[config.mk]
export PLATFORM = sky130hd
export DESIGN_NAME = fetch_ctrl
export DESIGN_NICKNAME = d
export VERILOG_FILES = /design/src/rtl/fetch_ctrl.sv
export SDC_FILE = /design/constraint.sdc
export NUM_CORES = 1
export LEC_CHECK = 0
export ABC_AREA = 0
export CELL_PAD_IN_SITES_DETAIL_PLACEMENT = 1
export CELL_PAD_IN_SITES_GLOBAL_PLACEMENT = 2
export CORE_MARGIN = 2
export CORE_UTILIZATION = 23
export CTS_CLUSTER_SIZE = 10
export DETAILED_ROUTE_END_ITERATION = 8
export PLACE_DENSITY_LB_ADDON = 0.2
export SYNTH_ARGS = -nofsm -noshare
export SYNTH_HDL_FRONTEND = slang
export SYNTH_SLANG_ARGS = --single-unit
export TNS_END_PERCENT = 30
[constraint.sdc]
create_clock -name clk -period 4 [get_ports clk]
set_clock_uncertainty 0.2 [all_clocks]
set_input_delay 0.8 -clock clk [delete_from_list [all_inputs] [get_ports clk]]
set_output_delay 0.8 -clock clk [all_outputs]
set_load 0.05 [all_outputs]
[src/rtl/fetch_ctrl.sv]
// Instruction fetch controller: one outstanding memory request, a one-entry
// presentation buffer toward decode, and redirect handling with in-flight cancel.
module fetch_ctrl #(
  parameter logic [31:0] RESET_PC = 32'hBFC0_0000
) (
  input  logic        clk,
  input  logic        rst,
  input  logic        stall,
  input  logic        redirect_valid,
  input  logic [31:0] redirect_pc,
  output logic        inst_req,
  output logic [31:0] inst_addr,
  input  logic        inst_addr_ok,
  input  logic        inst_data_ok,
  input  logic [31:0] inst_rdata,
  output logic [31:0] pc,
  output logic        if_valid,
  output logic [31:0] if_pc,
  output logic [31:0] if_inst,
  output logic        if_adel
);

  typedef enum logic [1:0] {
    REQ  = 2'd0,
    WAIT = 2'd1,
    HOLD = 2'd2
  } state_t;

  state_t      state_q, state_d;
  logic [31:0] pc_q, pc_d;
  logic        cancel_q, cancel_d;
  logic        ifValid_q, ifValid_d;
  logic [31:0] ifPc_q, ifPc_d;
  logic [31:0] ifInst_q, ifInst_d;
  logic        ifAdel_q, ifAdel_d;

  logic pcAligned;
  assign pcAligned = (pc_q[1:0] == 2'b00);

  // A misaligned pc never reaches memory; it is turned into a faulting entry instead.
  assign inst_req  = !rst && (state_q == REQ) && pcAligned;
  assign inst_addr = pc_q;
  assign pc        = pc_q;
  assign if_valid  = ifValid_q;
  assign if_pc     = ifPc_q;
  assign if_inst   = ifInst_q;
  assign if_adel   = ifAdel_q;

  always_comb begin
    state_d   = state_q;
    pc_d      = pc_q;
    cancel_d  = cancel_q;
    ifValid_d = ifValid_q;
    ifPc_d    = ifPc_q;
    ifInst_d  = ifInst_q;
    ifAdel_d  = ifAdel_q;
    case (state_q)
      REQ: begin
        if (!pcAligned) begin
          if (redirect_valid) begin
            pc_d = redirect_pc;
          end else begin
            state_d   = HOLD;
            ifValid_d = 1'b1;
            ifAdel_d  = 1'b1;
            ifInst_d  = 32'h0;
            ifPc_d    = pc_q;
          end
        end else begin
          // A redirect in the accept cycle leaves a response in flight that must be dropped.
          if (inst_addr_ok) begin
            state_d  = WAIT;
            cancel_d = redirect_valid;
          end
          if (redirect_valid) pc_d = redirect_pc;
        end
      end
      WAIT: begin
        if (inst_data_ok) begin
          if (cancel_q || redirect_valid) begin
            state_d  = REQ;
            cancel_d = 1'b0;
            if (redirect_valid) pc_d = redirect_pc;
          end else begin
            state_d   = HOLD;
            ifValid_d = 1'b1;
            ifPc_d    = pc_q;
            ifInst_d  = inst_rdata;
            ifAdel_d  = 1'b0;
          end
        end else if (redirect_valid) begin
          cancel_d = 1'b1;
          pc_d     = redirect_pc;
        end
      end
      HOLD: begin
        if (redirect_valid) begin
          state_d   = REQ;
          ifValid_d = 1'b0;
          pc_d      = redirect_pc;
        end else if (!stall) begin
          state_d   = REQ;
          ifValid_d = 1'b0;
          pc_d      = pc_q + 32'd4;
        end
      end
      default: state_d = REQ;
    endcase
  end

  always_ff @(posedge clk or posedge rst) begin
    if (rst) begin
      state_q   <= REQ;
      pc_q      <= RESET_PC;
      cancel_q  <= 1'b0;
      ifValid_q <= 1'b0;
      ifPc_q    <= 32'h0;
      ifInst_q  <= 32'h0;
      ifAdel_q  <= 1'b0;
    end else begin
      state_q   <= state_d;
      pc_q      <= pc_d;
      cancel_q  <= cancel_d;
      ifValid_q <= ifValid_d;
      ifPc_q    <= ifPc_d;
      ifInst_q  <= ifInst_d;
      ifAdel_q  <= ifAdel_d;
    end
  end

endmodule

* Word level (Yosys, flattened, before mapping)
Index checks and enable logic that the tools add are counted.
** Cells by class
- Add/sub/neg operators :: 1
- Equal/unequal tests :: 13
- Muxes and demuxes :: 40
- Reduce and logical (&&, ||, !) cells :: 13
** Operators with widths (count)
- $mux 32 :: 13
- $pmux 32 s2 :: 2
- $pmux 32 s3 :: 1
- $add 32x3->32 const B :: 1
- $ne 3x3->1 const B :: 5
- $mux 2 :: 7
- $mux 1 :: 13
- $ne 2x2->1 const B :: 6
- $reduce_and 5->1 :: 2
- $pmux 2 s3 :: 1
- $reduce_and 6->1 :: 1
- $logic_not 2->1 :: 2
- $pmux 1 s2 :: 2
- $reduce_and 4->1 :: 1
- $pmux 1 s3 :: 1
- $reduce_and 3->1 :: 1
- $reduce_bool 3->1 :: 1
- $eq 2x1->1 const B :: 1
- $eq 2x2->1 const B :: 1
- $logic_and 1x1->1 :: 2
- $reduce_bool 2->1 :: 1
- $logic_not 1->1 :: 1
- $logic_or 1x1->1 :: 1
** Storage, ports and cells
- Flip-flop bits (word level) :: 101
- Input port bits :: 70
- Word-level logic and storage cells :: 74

* Logic depth before layout (Yosys ltp)
Gate-level depths: netlist (run 1).
- Depth in word-level cells :: 4
- Mapped depth :: 6

* Least setup slack after synthesis (run 1)
No wires, ideal clock.
- Path type :: input to output
- Start point :: input port rst
- End point :: output port inst_req
- Arrival :: 3.661 ns
- Required time :: 3.000 ns
- Slack :: -0.661 ns
- Stages :: 2
- Cells stage by stage :: inv_1 and4_1
** On the way
- Word-level cells in the longest chain between the ends :: 3
** Ends and longest elaborated chain
- start, declared :: RTL line 7 : input logic rst,
- $logic_not 1->1 (no line)
- $logic_and 1x1->1 (2 in series) :: RTL line 41 : assign inst_req = !rst && (state_q == REQ) && pcAligned;
- end, declared :: RTL line 11 : output logic inst_req,
No other way between the ends.

* Worst setup path after layout (run 1)
- Start point :: input port redirect_valid
- End point :: register pc_q[10] (netlist: inst_addr[10])
** On the way
- Word-level cells in the longest chain between the ends :: 4
- Elaborated cells on any way between the ends :: 9
- Those cells by class :: eq/ne (2); mux (5); reduce/logical (2)
** Ends and longest elaborated chain
- start, declared :: RTL line 9 : input logic redirect_valid,
- $mux 32 (3 in series)
- $pmux 32 s3 :: RTL line 57 : case (state_q)
- end signal, assigned :: RTL line 122 : pc_q <= pc_d;
- end, declared :: RTL line 30 : logic [31:0] pc_q, pc_d;
Several ways; a longest one is shown, not always the timed one. The select of a mux whose other input is x is not followed.
A chain may end at the register's enable or synchronous reset.

==> impl_results.md, run 1 <==
* Status: finished, final reports clean
* Maximum frequency from static timing analysis at 339.5 MHz
* Synth Area in Compound Gates at 0.1840
* Final worst path period need at 2946 ps
* Number of nets in the synthesized netlist at 550
* Count of input and output buffers at 200
* Sink of the worst hold path: if_pc[20]
* Worst IR Drop VDD at 294.0 uV
* Element type at the critical path end: register
* Hold crit path type: register to register
* Routed len/inst at 19.02 um
* Largest family of logic cells by synthesized area: compound AO/OA/AOI/OAI gates
* Cts repair resizes at 0
* Post-detailed-route count of antenna-violating nets at 0
* DIE WIDTH at 152.2 um
* GRT overflow at 0
* Post-synthesis sequential area ratio at 0.5026
* Setup Buffers After CTS at 0
* Total standard cell area after synthesis at 5051 um2
* Hold path cells at 1
* Number of remaining DRC errors at 0
* P_int at 2.779 mW
* Share of the synthesized netlist area taken by xor and xnor gates at 0
* Critical path arrival at 3010 ps
* Slowest stage cell, crit path: or3b_2
* Register area at 2539 um2
* Critical path launch point type: input pin
* Proportion of register bits with asynchronous set or reset after synthesis at 1.000
* Finished Cell Area at 7422 um2
* Count of endpoints failing hold in the final timing report at 0
* Largest fanout on the critical path at 32
* Critical path start-end classification: input pin to register
* Detail-routed via count per cell at 4.903
* Power density over the cells at 722.2 nW/um2
* Count of cell types in the netlist at 60
* Count of final setup violators at 0
* DRT Pass-1 Iters at 4
* I/O pin count at 201
* Initial Util at 0.2329
* Primary flip-flop cell chosen by synthesis mapping: dfrtp_1
* Leakage power at 2.887 nW
* Hold buffers post-CTS at 0
* Hold slack at 306.7 ps
* Power share of the clock group at 0.170
* Combined area of the multi-input logic cells at 2111 um2
* Stage delay of the slowest cell on the critical path at 800 ps
* Clock tree from TritonCTS: done
* Max-cap violations at 0
* Reg-to-reg setup timing slack at 1390 ps
* CTS root buffer: clkbuf_16
* Vias after detailed routing at 4501
* Count of filler cells inserted in the layout at 2405
* Setup repair after global routing missed its margin: no
* Count of state elements after synthesis at 101
* Portion of netlist area occupied by mux cells at 0.07803
* Family with the most delay on the worst path: simple AND/OR/NAND/NOR gates
* Number of violations reported at the end of detailed-routing iteration 0 at 145
* Number of diodes at 0
* R2R cell count at 5
* Final net count at 704
* Die Footprint at 23160 um2
* Number of clock buffers inserted by TritonCTS at 9
* H-tree depth at 3
* Final Max Tran Viols at 0
* Clock Tree Buf Depth at 2
* Clock transition at path regs at 70 ps
* Overall global routing resource usage at 0.1501
* Setup total negative slack at 0 ps
* Start point of the worst hold path: if_pc[20]
* Area Overhead vs Synth at 46.94%
* RD Place Congestion at 0.7713
* Required time at the worst-slack endpoint at 4070 ps
* CP Buf/Inv Count at 2
* Adder-cell share of the synthesized area at 0.002477
* Clock latency at the later pin of the worst-skew pair at 350 ps
* Endpoint of the lowest-slack register-to-register path: if_pc[29]
* Switching share of power at 0.4816
* Warning count from the yosys run at 0
* Y dimension of the die at 152.2 um
* Number of global-route vias before repair at 4861
* Antenna violations before repair at 0
* Gate Count Post-Synth at 479
* Final clock period utilization by the worst path at 0.7364
* Fraction of final layout cells sized beyond drive strength 1 at 0.1317
* Number of synthesized flops with an enable pin at 0
* Synthesized area per cell at 10.55 um2
* DP HPWL at 12.55 mm
* Crit path cell chain: clkdlybuf4s50_1 -> or3b_2 -> buf_4 -> nor4_1 -> a21oi_1 -> o21ai_0
* Highest-count cells in the layout ignoring fill and taps: 199 x clkdlybuf4s50_1, 92 x dfrtp_1, 35 x mux2_2, 32 x a22o_1, 26 x nand2_1
* Leading cell type in the layout, fill and taps excluded: clkdlybuf4s50_1
* Pin count of the biggest net entering global routing at 60
* Register share of total power at 0.311
* Detailed Route WL at 17.46 mm
* Clock sink total at 101
* Portion of total power attributed to combinational logic at 0.519
* Actual transition at the worst max-transition pin at 810.9 ps
* Floorplan row count at 54
* Area after detailed placement at 7116 um2
* Simple-gate share of the synthesized area at 0.1499
* Global-route wire length before repair at 27.66 mm
* Total net switching power at 2.581 mW
* Area of the core at 21690 um2
* Reg-to-reg startpoint: state_q[0]
* Max-Slew Margin vs Limit at 0.4544
kinds of logic (layout without fill, tap and decap cells):
kind of cell | after synthesis | after routing
AO/OA/AOI/OAI | 128 | 128
flip-flops | 101 | 101
multiplexers | 35 | 35
AND/OR/NAND/NOR | 137 | 137
buffers and inverters | 77 | 236
adder cells (fa/ha/maj) | 1 | 1
synth_stat cells (4+ instances only):
library cell	count	area share
and4_1	4	0.0069
a21oi_1	21	0.021
nand4_1	17	0.021
dfrtp_1	92	0.46
buf_4	32	0.048
a211oi_1	8	0.012
mux2_2	35	0.078
o22ai_1	5	0.0062
clkbuf_1	32	0.024
nor2_1	23	0.017
and3_1	4	0.0050
o21ai_0	20	0.020
a22o_1	32	0.055
or3_1	6	0.0074
dfstp_2	9	0.047
inv_1	9	0.0067
a31oi_1	5	0.0062
o211ai_1	6	0.0089
nand3_1	11	0.011
nor4_1	7	0.0087
nand2_1	27	0.020
nor3_1	16	0.016
state kept, by name (all words and copies together) (netlist names):
signal	flops
if_adel	1
state_q	2
if_valid	1
if_pc	32
if_inst	32
cancel_q	1
inst_addr	32
worst max-delay path by stage:
stage               cells after the start  slack [ps]           start             to
floorplan                               2        0.04             rst       inst_req
global placement                        5         740  redirect_valid       if_pc[0]
detailed placement                      5         670  redirect_valid      if_pc[29]
CTS                                     5        1050  redirect_valid      if_pc[29]
global route                            6         870  redirect_valid  inst_addr[10]
finish                                  6        1050  redirect_valid  inst_addr[10]
per-stage QoR:
step | total power, mW | std cells | util | setup slack (ps)
6_report | 5.360 | 918 | 0.3422 | 1054
5_1_grt | 5.631 | 918 | 0.3422 | 872.4
4_1_cts | 5.442 | 918 | 0.3422 | 1047
3_5_place_dp | 4.496 | 902 | 0.3281 | 665.3
3_3_place_gp | 4.464 | 902 | 0.3281 | 744.0
2_1_floorplan | 3.549 | 479 | - | 0.04441
final cells by class:
| class | instances | share of cell area |
|---|---|---|
| multi-input cells | 301 | 0.2844 |
| clock buffers | 9 | 0.03034 |
| flip-flops and latches | 101 | 0.3420 |
| inverters | 10 | 0.005563 |
| well taps | 280 | 0.04720 |
| clock inverters | 7 | 0.01096 |
| repair buffers | 210 | 0.2795 |
power by group through the flow:
stage | clock network (mW) | registers (mW) | logic, mW
after floorplan | 0 | 2.58 | 0.970
after global placement | 0 | 1.68 | 2.78
after detailed placement | 0 | 1.69 | 2.80
after CTS | 0.955 | 1.68 | 2.81
after global routing | 0.995 | 1.73 | 2.90
final | 0.913 | 1.67 | 2.78
per-layer routing:
layer	up-vias	share of wire	track usage
met4	0	0.015	0.04940
met5	-	0	0
li1	2075	-	-
met2	146	0.46	0.2383
met3	16	0.067	0.04579
met1	2264	0.46	0.1957
(Power assumes the default switching activity.)
==> inputs of run 2 (changes only) <==
- CORE_UTILIZATION: 23 -> 26
- clock period: 4 -> 2.9 ns (I/O delays scaled with it)
==> run 2 against run 1 <==
  * Clock-buffer cell count is the same
  * Critical path depth fell by 5
  * Die area shrank 11%
  * Final area increased by 2.0%
  * Via count increased by 1.0%
  * Total power increased by 42%
  * Combinational power rose by 42%
  * Critical endpoint is now inst_addr[23]
==> impl_results.md, run 2 (synthesized netlist as in run 1, its figures left out) <==
* Cts repair resizes at 0 (unchanged)
* Area Overhead vs Synth at 49.84%
* H-tree depth at 3 (unchanged)
* Y dimension of the die at 143.4 um (-5.8%)
* Power density over the cells at 1008 nW/um2 (+40%)
* Post-layout util at 0.4006 (+0.05838)
* Fraction of final layout cells sized beyond drive strength 1 at 0.1518 (+0.02018)
* Reg-to-reg setup timing slack at 410 ps (-980 ps)
* Stage delay of the slowest cell on the critical path at 850 ps (+50 ps)
* Antenna violations before repair at 0 (unchanged)
* Critical path start-end classification: register to primary output
* Critical path arrival at 1870 ps (-1140 ps)
* Element type at the critical path end: primary output
* Max-Slew Margin vs Limit at 0.5135 (+0.05911)
* Hold buffers post-CTS at 0 (unchanged)
* Detail-routed via count per cell at 4.985 (+1.7%)
* Detailed Route WL at 17.32 mm (-0.82%)
* Number of remaining DRC errors at 0 (unchanged)
* Critical path launch point type: register
* Family with the most delay on the worst path: buffers and inverters
* Combined area of the multi-input logic cells at 2112 um2 (about the same)
* Routed len/inst at 18.99 um (-0.17%)
* Reg-to-reg startpoint: inst_addr[23]
* DRT Pass-1 Iters at 4 (unchanged)
* Overall global routing resource usage at 0.1725 (+0.02241)
* Number of diodes at 0 (unchanged)
* Clock transition at path regs at 70 ps (about the same)
* Status: finished, final reports clean
* Register area at 2539 um2 (unchanged)
* Post-detailed-route count of antenna-violating nets at 0 (unchanged)
* DP HPWL at 12.44 mm (-0.83%)
* Final worst path period need at 2650 ps
* Start point of the worst hold path: if_inst[10]
* Number of global-route vias before repair at 4957 (+2.0%)
* Total chip power at 7.625 mW (+42%)
* Number of clock buffers inserted by TritonCTS at 9 (unchanged)
* Setup repair after global routing missed its margin: no
* Setup Buffers After CTS at 0 (unchanged)
* Hold path cells at 1 (unchanged)
* Slowest stage cell, crit path: clkdlybuf4s50_1
* Count of endpoints failing hold in the final timing report at 0 (unchanged)
* Crit path cell chain: clkdlybuf4s50_1
* Total net switching power at 3.576 mW (+39%)
* Final net count at 718 (+2.0%)
* Floorplan row count at 50 (-7.4%)
* Sink of the worst hold path: if_inst[10]
* Highest-count cells in the layout ignoring fill and taps: 199 x clkdlybuf4s50_1, 92 x dfrtp_1, 35 x mux2_2, 32 x a22o_1, 26 x nand2_1
* Maximum frequency from static timing analysis at 377.4 MHz
* Switching share of power at 0.4689 (-0.01267)
* R2R cell count at 4 (-1)
* Actual transition at the worst max-transition pin at 723.1 ps (-87.85 ps)
* Hold crit path type: register to register
* Leakage power at 2.975 nW (+3.0%)
* Final clock period utilization by the worst path at 0.9137
* Clock sink total at 101 (unchanged)
* Clock tree from TritonCTS: done
* Count of input and output buffers at 200 (unchanged)
* Global-route wire length before repair at 27.56 mm (-0.35%)
* Max-cap violations at 0 (unchanged)
* Pin count of the biggest net entering global routing at 102 (+70%)
* GRT overflow at 0 (unchanged)
* CTS root buffer: clkbuf_16
* Clock Tree Buf Depth at 2 (unchanged)
* Required time at the worst-slack endpoint at 2120 ps (-1950 ps)
* Die Footprint at 20560 um2 (-11%)
* DIE WIDTH at 143.4 um (-5.8%)
* Worst IR Drop VDD at 420.3 uV (+43%)
* RD Place Congestion at 0.8079 (+4.7%)
* P_int at 4.050 mW (+46%)
* Register share of total power at 0.296 (-0.015)
* Endpoint of the lowest-slack register-to-register path: inst_addr[27]
* I/O pin count at 201 (unchanged)
* Clock latency at the later pin of the worst-skew pair at 360 ps (about the same)
* Portion of total power attributed to combinational logic at 0.517 (-0.002)
* Power share of the clock group at 0.187 (+0.017)
* Number of violations reported at the end of detailed-routing iteration 0 at 192 (+32%)
* Initial Util at 0.2674 (+0.03446)
* Final Max Tran Viols at 0 (unchanged)
* Area of the core at 18890 um2 (-13%)
* Largest fanout on the critical path at 10 (-69%)
* Vias after detailed routing at 4546 (+1.0%)
* Leading cell type in the layout, fill and taps excluded: clkdlybuf4s50_1
* CP Buf/Inv Count at 1 (-1)
* Count of final setup violators at 0 (unchanged)
* Count of filler cells inserted in the layout at 2079 (-14%)
==> run 2: cell count changes in the layout (fill, tap and decap cells not counted) <==
cell / previous run / this run
buf_12: 0 / 2
buf_4: 11 / 23
inv_6: 3 / 1
clkinv_4: 2 / 0
clkinvlp_4: 2 / 4
bufinv_16: 1 / 3
and4_1: 4 / 3
and4_2: 1 / 2
==> run 2: worst max-delay path by stage <==
stage / from / end / slack, ps / cells past startpoint
5_1_grt: inst_addr[6] / inst_addr[6] / 190 / 1
4_1_cts: inst_addr[23] / inst_addr[23] / 220 / 1
6_report: inst_addr[23] / inst_addr[23] / 250 / 1
3_3_place_gp: redirect_valid / inst_addr[24] / 170 / 6
3_5_place_dp: redirect_valid / inst_addr[24] / 190 / 6
2_1_floorplan: rst / inst_req / -550 / 2
==> run 2: power by group through the flow <==
stage | Clock (mW) | Combinational (mW) | Sequential [mW]
3_3_place_gp | 0 | 3.94 | 2.26
6_report | 1.43 | 3.94 | 2.25
2_1_floorplan | 0 | 1.34 | 3.56
4_1_cts | 1.47 | 3.98 | 2.27
5_1_grt | 1.53 | 4.13 | 2.34
3_5_place_dp | 0 | 3.97 | 2.28
==> run 2: cell type report <==
type	count	area share
sequential	101	0.3354
timing repair buffer	224	0.2913
multi-input combinational	301	0.2791
tap	260	0.04298
clock buffer	9	0.02976
clock inverter	7	0.01604
inverter	10	0.005455
==> run 2: metal layers <==
| metal | vias to the layer above | GRT usage | routed length [um] |
|---|---|---|---|
| met5 | - | 0 | 0 |
| met3 | 11 | 0.05665 | 1484 |
| met1 | 2281 | 0.2173 | 7480 |
| met2 | 149 | 0.2835 | 8170 |
| met4 | 0 | 0.04850 | 186 |
| li1 | 2105 | - | - |
==> run 2: worst register-to-register path, delay by kind of cell (launching register included) <==
kind            cells  cell delay (ps)
compound gates      2              630
flops               1              670
simple gates        2              910
==> run 2: stage by stage <==
stage,hold slack [ps],cells,worst slack [ps],TNS (ps),area (um2)
after global placement,286.8,896,172.3,0,7222
after global routing,323.1,912,193.5,0,7569
after CTS,310.0,912,217.0,0,7569
final,305.6,912,250.2,0,7569
after floorplan,385.2,479,-546.8,-546.8,5056
after detailed placement,292.1,896,188.0,0,7222
